==> src/rtl/varint_stream_encoder.sv <==
// varint_stream_encoder: buffers tagged words in a FIFO and serialises each one
// as a LEB128 uvarint, a zigzag svarint or strobed raw bytes, one byte per cycle.
module varint_stream_encoder #(
    parameter int unsigned DATA_W     = 64,
    parameter int unsigned IDX_W      = 10,
    parameter int unsigned FIFO_DEPTH = 16
) (
    input  logic                          clock_clk,
    input  logic                          reset_reset,
    input  logic                          clr,
    input  logic                          in_valid,
    output logic                          in_ready,
    input  logic [DATA_W-1:0]             in_data,
    input  logic [IDX_W-1:0]              in_index,
    input  logic [1:0]                    in_mode,
    input  logic [DATA_W/8-1:0]           in_strb,
    output logic                          out_valid,
    input  logic                          out_ready,
    output logic [7:0]                    out_byte,
    output logic [IDX_W-1:0]              out_index,
    output logic                          out_last,
    output logic                          err_pulse,
    output logic [$clog2(FIFO_DEPTH):0]   fifo_level
);

    localparam int unsigned STRB_W = DATA_W / 8;
    localparam int unsigned PTR_W  = (FIFO_DEPTH > 1) ? $clog2(FIFO_DEPTH) : 1;
    localparam int unsigned LVL_W  = $clog2(FIFO_DEPTH) + 1;

    localparam logic [1:0] MODE_UVAR   = 2'b00;
    localparam logic [1:0] MODE_ZIGZAG = 2'b01;
    localparam logic [1:0] MODE_RAW    = 2'b10;

    typedef struct packed {
        logic [DATA_W-1:0] data;
        logic [IDX_W-1:0]  index;
        logic [1:0]        mode;
        logic [STRB_W-1:0] strb;
    } entry_t;

    typedef enum logic [1:0] {
        ST_IDLE = 2'b00,
        ST_LOAD = 2'b01,
        ST_EMIT = 2'b10
    } state_e;

    // ------------------------------------------------------------------
    // Input FIFO
    // ------------------------------------------------------------------
    entry_t             fifo_mem [FIFO_DEPTH];
    logic [PTR_W-1:0]   wr_ptr;
    logic [PTR_W-1:0]   rd_ptr;
    logic [LVL_W-1:0]   level_n;
    logic               push_c;
    logic               pop_c;
    entry_t             head;
    entry_t             in_entry;

    assign push_c = in_valid && in_ready;
    assign head   = fifo_mem[rd_ptr];

    assign in_entry.data  = in_data;
    assign in_entry.index = in_index;
    assign in_entry.mode  = in_mode;
    assign in_entry.strb  = in_strb;

    // Next FIFO occupancy from this cycle's push/pop
    always_comb begin
        level_n = fifo_level;
        if (push_c && !pop_c) begin
            level_n = fifo_level + LVL_W'(1);
        end else if (!push_c && pop_c) begin
            level_n = fifo_level - LVL_W'(1);
        end
    end

    // FIFO pointers, level and registered ready
    always_ff @(posedge clock_clk or posedge reset_reset) begin
        if (reset_reset) begin
            wr_ptr     <= '0;
            rd_ptr     <= '0;
            fifo_level <= '0;
            in_ready   <= 1'b1;
        end else if (clr) begin
            wr_ptr     <= '0;
            rd_ptr     <= '0;
            fifo_level <= '0;
            in_ready   <= 1'b1;
        end else begin
            if (push_c) begin
                wr_ptr <= wr_ptr + PTR_W'(1);
            end
            if (pop_c) begin
                rd_ptr <= rd_ptr + PTR_W'(1);
            end
            fifo_level <= level_n;
            in_ready   <= (level_n != LVL_W'(FIFO_DEPTH));
        end
    end

    // FIFO storage, no reset needed since occupancy gates every read
    always_ff @(posedge clock_clk) begin
        if (push_c && !clr) begin
            fifo_mem[wr_ptr] <= in_entry;
        end
    end

    // ------------------------------------------------------------------
    // Encoder
    // ------------------------------------------------------------------
    state_e             state;
    state_e             state_n;
    logic [DATA_W-1:0]  sh_val;
    logic [DATA_W-1:0]  sh_val_n;
    logic [STRB_W-1:0]  sh_strb;
    logic [STRB_W-1:0]  sh_strb_n;
    logic               sh_raw;
    logic               sh_raw_n;
    logic               out_valid_n;
    logic [7:0]         out_byte_n;
    logic [IDX_W-1:0]   out_index_n;
    logic               out_last_n;
    logic               err_pulse_n;

    logic [DATA_W-1:0]  head_zz;
    logic [DATA_W-1:0]  src_val;
    logic [STRB_W-1:0]  src_strb;
    logic [7:0]         var_byte;
    logic               var_last;
    logic [DATA_W-1:0]  var_rem;
    logic [7:0]         raw_byte;
    logic [STRB_W-1:0]  raw_mask;
    logic [STRB_W-1:0]  raw_rem;
    logic               raw_last;

    assign head_zz = (head.data << 1) ^ {DATA_W{head.data[DATA_W-1]}};

    // Source for the next byte: FIFO head while loading, shift register after
    always_comb begin
        src_val  = sh_val;
        src_strb = sh_strb;
        if (state == ST_LOAD) begin
            src_val  = (head.mode == MODE_ZIGZAG) ? head_zz : head.data;
            src_strb = head.strb;
        end
    end

    // Next uvarint group: low 7 bits plus continuation flag
    always_comb begin
        var_rem  = src_val >> 7;
        var_last = (var_rem == '0);
        var_byte = {~var_last, src_val[6:0]};
    end

    // Lowest enabled raw lane and the strobes left after taking it
    always_comb begin
        raw_byte = '0;
        raw_mask = '0;
        for (int i = STRB_W - 1; i >= 0; i--) begin
            if (src_strb[i]) begin
                raw_byte = src_val[i*8 +: 8];
                raw_mask = '0;
                raw_mask[i] = 1'b1;
            end
        end
        raw_rem  = src_strb & ~raw_mask;
        raw_last = (raw_rem == '0);
    end

    // Next-state and output decode
    always_comb begin
        state_n     = state;
        pop_c       = 1'b0;
        sh_val_n    = sh_val;
        sh_strb_n   = sh_strb;
        sh_raw_n    = sh_raw;
        out_valid_n = out_valid;
        out_byte_n  = out_byte;
        out_index_n = out_index;
        out_last_n  = out_last;
        err_pulse_n = 1'b0;

        case (state)
            ST_IDLE: begin
                if (fifo_level != '0) begin
                    state_n = ST_LOAD;
                end
            end

            ST_LOAD: begin
                pop_c   = 1'b1;
                state_n = ST_IDLE;
                if (head.mode == MODE_UVAR || head.mode == MODE_ZIGZAG) begin
                    state_n     = ST_EMIT;
                    out_valid_n = 1'b1;
                    out_byte_n  = var_byte;
                    out_last_n  = var_last;
                    out_index_n = head.index;
                    sh_val_n    = var_rem;
                    sh_raw_n    = 1'b0;
                end else if (head.mode == MODE_RAW) begin
                    if (head.strb != '0) begin
                        state_n     = ST_EMIT;
                        out_valid_n = 1'b1;
                        out_byte_n  = raw_byte;
                        out_last_n  = raw_last;
                        out_index_n = head.index;
                        sh_val_n    = head.data;
                        sh_strb_n   = raw_rem;
                        sh_raw_n    = 1'b1;
                    end
                end else begin
                    err_pulse_n = 1'b1;
                end
            end

            ST_EMIT: begin
                if (out_ready) begin
                    if (out_last) begin
                        // Chain straight into the next entry to keep the gap to one cycle
                        out_valid_n = 1'b0;
                        out_last_n  = 1'b0;
                        state_n     = (fifo_level != '0) ? ST_LOAD : ST_IDLE;
                    end else if (sh_raw) begin
                        out_byte_n = raw_byte;
                        out_last_n = raw_last;
                        sh_strb_n  = raw_rem;
                    end else begin
                        out_byte_n = var_byte;
                        out_last_n = var_last;
                        sh_val_n   = var_rem;
                    end
                end
            end

            default: begin
                state_n = ST_IDLE;
            end
        endcase
    end

    // State, shift register and registered outputs
    always_ff @(posedge clock_clk or posedge reset_reset) begin
        if (reset_reset) begin
            state     <= ST_IDLE;
            sh_val    <= '0;
            sh_strb   <= '0;
            sh_raw    <= 1'b0;
            out_valid <= 1'b0;
            out_byte  <= '0;
            out_index <= '0;
            out_last  <= 1'b0;
            err_pulse <= 1'b0;
        end else if (clr) begin
            state     <= ST_IDLE;
            sh_val    <= '0;
            sh_strb   <= '0;
            sh_raw    <= 1'b0;
            out_valid <= 1'b0;
            out_byte  <= '0;
            out_index <= '0;
            out_last  <= 1'b0;
            err_pulse <= 1'b0;
        end else begin
            state     <= state_n;
            sh_val    <= sh_val_n;
            sh_strb   <= sh_strb_n;
            sh_raw    <= sh_raw_n;
            out_valid <= out_valid_n;
            out_byte  <= out_byte_n;
            out_index <= out_index_n;
            out_last  <= out_last_n;
            err_pulse <= err_pulse_n;
        end
    end

endmodule
==> config.mk <==
export PLATFORM = sky130hd
export DESIGN_NAME = varint_stream_encoder
export DESIGN_NICKNAME = d
export VERILOG_FILES = /design/src/rtl/varint_stream_encoder.sv
export SDC_FILE = /design/constraint.sdc
export NUM_CORES = 2
export LEC_CHECK = 0
export BUFFER_PORTS_ARGS = -buffer_cell sky130_fd_sc_hd__buf_4
export CORE_ASPECT_RATIO = 1.2
export CORE_MARGIN = 3
export CORE_UTILIZATION = 65
export CTS_BUF_LIST = sky130_fd_sc_hd__clkbuf_2 sky130_fd_sc_hd__clkbuf_4 sky130_fd_sc_hd__clkbuf_8
export DETAILED_ROUTE_END_ITERATION = 8
export PLACE_DENSITY_LB_ADDON = 0.1
export SLEW_MARGIN = 10
export SYNTH_ARGS = -nofsm -noshare
export SYNTH_HDL_FRONTEND = slang
export SYNTH_SLANG_ARGS = --single-unit
export TNS_END_PERCENT = 10
==> constraint.sdc <==
create_clock -name clock_clk -period 10.6 [get_ports clock_clk]
set_input_delay 1.06 -clock clock_clk [delete_from_list [all_inputs] [get_ports clock_clk]]
set_output_delay 1.06 -clock clock_clk [all_outputs]
set_load 0.03 [all_outputs]
==> results.yml <==
finish:
  nets: 3328
  drive_gt1_share_pct: 26.60
  nFillCells: 5280
  regArea_mm2: 0.04310
  multi_input_area_mm2: 0.01456
  syn_to_final_growth_pct: 10.07
worst_setup_path:
  worst-path-buf-inv: 3
  path_delay_family: "buffers and inverters"
  critPathLaunchType: "flip-flop"
  reg2reg_slack_ps: 4690
  slowest_stage: "dfrtp_4"
  worstSetupPathType: "flip-flop to flip-flop"
  rr_worst_depth: 11
  path_depth: 11
  path_cells: "buf_4, buf_4, mux4_2, nor3_1, a211oi_1, nor3b_1, a31o_2, a22o_1, a21o_2, buf_4, o21ai_0"
  critPathCaptureType: "flip-flop"
  required_ps: 11280
  cp_common_cell: "buf_4"
  critPathArrivalTime_ps: 6590
  cp_slowest_stage_delay_ps: 970
  path_max_fanout: 71
sta:
  worstMarginPinSlew_ps: 1272
  finalClockSkew_ps: 28.05
  final_hold_viol_count: 0
  setup_viol: 0
  whs_ps: 352.4
  fin_crit_ps: 5911
  finalSetupTns_ps: 0
  maxSlewViolCount: 0
  period_share_pct: 55.76
  grt_setup_unrepaired: "false"
  fmax_ghz: 0.1692
  slew_headroom_pct: 15.19
clock_tree:
  cts_setup_buffers: 0
  cts_tree: "built"
  cts_root_buf: "clkbuf_8"
  clkLatencyLatePin_ps: 860
  h-tree-depth: 4
  cts_buffer_depth: 3
  cts.sinks: 1453
  clk_pin_slew_worst_paths_ps: 60
  postCtsResizedCells: 0
  cts_buffers: 209
  postCtsHoldBufs: 0
drt:
  drt-total-wl_mm: 142.1
  avgRoutedWirePerCell_um: 31.13
  first_iter_violations: 3627
  drc: 0
  vias_per_cell: 6.785
  drtPass1Iterations: 8
  ant_nets: 0
  vias: 30970
status:
  outcome: "finished clean"
floorplanning:
  fp.dieW_um: 280.1
  rows: 120
  num_io_pins: 116
  die_h_um: 335.0
  die_area_mm2: 0.09384
  core_mm2: 0.08934
  initial_core_util_pct: 65.62
grt:
  antenna_found_initial: 3
  grt_usage_pct: 31.05
  grt_start_max_net_pins: 121
  overflow: 0
  grt_pass1_vias: 32040
  grt_pass1_wl_mm: 210.3
synthesis:
  synth_edf_count: 1344
  synth_ff_type: "edfxtp_1"
  syn_inst: 3038
  synth-seq-cells: 1453
  synth_area_mm2: 0.05862
  postSynthAreaPerCell_um2: 19.30
  yosysUniqueCellTypes: 85
  synthArstFlopShare_pct: 7.502
  synth_fp_nets: 3134
  ys_seq_area_share_pct: 73.50
  yosysWarnings: 0
run:
  cap_viol_max_count: 0
placed_design:
  portBuffers: 115
  dp_hpwl_mm: 77.95
  gp_congestion: 1.013
worst_hold_path:
  hp-class: "primary input to asynchronous set/reset pin"
power_and_ir_drop:
  vdd_drop_max_uv: 156.9
  p_leak_nw: 20.83
  power_per_cell_area_mw_per_mm2: 216.2
==> cell families (layout without fill, tap and decap cells) <==
group / count (synthesis) / count (layout) / synth area share [%]
muxes: 418 / 418 / 14.82
adders and majority gates: 9 / 9 / 0.1836
buffers and inverters: 194 / 558 / 1.823
AOI/OAI and AO/OA: 419 / 419 / 4.967
and+or+nand+nor: 472 / 472 / 3.614
DFF: 1453 / 1453 / 73.50
xor gates and xnor gates: 73 / 73 / 1.091
other: 0 / 4 / 0
==> power breakdown <==
part | total, mW | internal (mW) | switching (mW)
sequential | 6.55 | 6.41 | 0.136
combinational | 3.10 | 1.28 | 1.82
clock | 4.30 | 2.24 | 2.06
==> path summary, 6_finish.rpt <==
check / end / start
worst max register to register: sh_val[59] / rd_ptr[0]
worst max-delay path: sh_val[59] / rd_ptr[0]
max in group asynchronous: out_byte[0] / reset_reset
worst min register to register: sh_val[10] / sh_val[10]
min in group clock_clk: sh_val[10] / sh_val[10]
worst min-delay path: fifo_level[4] / reset_reset
==> layout make-up <==
cell class                 instances  area share [%]
clock inverter                    93          0.8105
tap                             1159           2.247
sequential                      1453           66.79
antenna                            4         0.01551
inverter                           9         0.05623
multi-input combinational       1391           22.57
clock buffer                     288           5.513
timing repair buffer             168           1.993
==> per-stage QoR <==
stage	setup slack (ps)	cells	utilization (%)	power, mW	area [µm²]
after floorplan	6347	3038	-	8.906	58620
after detailed placement	4655	4180	67.65	9.731	60440
final	4689	4565	72.23	13.95	64530
after global placement	4746	4180	67.65	9.686	60440
after global routing	4221	4562	72.22	14.48	64520
after CTS	4655	4561	72.22	13.99	64520
==> cells in the final DEF, fill, tap and decap left out, types with 6 or more instances in the layout <==
cell,synthesis,layout
edfxtp_1,1344,1344
mux4_2,347,347
nand2_1,234,233
clkbuf_8,0,223
buf_4,29,166
dfrtp_1,108,105
nor2_1,106,104
o21ai_0,94,93
a22oi_1,87,87
a21oi_1,74,74
clkbuf_4,0,65
clkinv_1,0,57
mux2i_1,50,50
xnor2_1,49,49
a22o_1,31,31
o221ai_1,26,26
xor2_1,24,24
nand3_1,22,22
clkinv_2,0,22
nor3_1,16,16
a221oi_1,16,16
and2_4,0,16
a211oi_1,11,11
mux2_2,11,11
a32o_1,11,11
and2_1,27,10
nand4_1,10,10
mux4_1,8,8
and3_1,8,8
o211ai_1,7,7
inv_1,8,7
ha_1,7,7
nor4_1,6,6
==> synth_stat cells, drive strengths merged, types with 8 or more instances <==
library cell,number,area share [%]
a221oi,18,0.29
and3,8,0.085
nand4,11,0.14
xnor2,49,0.73
nor2,111,0.76
xor2,24,0.36
a22oi,89,1.2
o221ai,26,0.39
dfrtp,108,4.6
a21oi,74,0.63
and2,28,0.30
a22o,31,0.46
nand2,237,1.5
buf,119,1.3
mux2,11,0.21
o21ai,98,0.84
edfxtp,1344,69
inv,9,0.058
nand3,22,0.19
mux4,356,14
clkbuf,66,0.42
nor2b,8,0.085
nor3,17,0.15
mux2i,51,0.88
a32o,11,0.19
a211oi,11,0.14
==> state kept, by name (all words and copies together), names as in the netlist <==
name / count
out_last: 1
sh_strb: 7
err_pulse: 1
out_valid: 1
fifo_level: 5
out_index: 10
state: 2
rd_ptr: 4
fifo_mem: 1344
in_ready: 1
wr_ptr: 4
out_byte: 8
sh_raw: 1
sh_val: 64
==> per-layer routing <==
metal | GRT usage (%) | wire [µm]
met1 | 42.99 | 54510
met2 | 50.47 | 71440
met3 | 6.072 | 11420
met4 | 11.00 | 4714
met5 | 0 | 0
(Power assumes the default switching activity.)
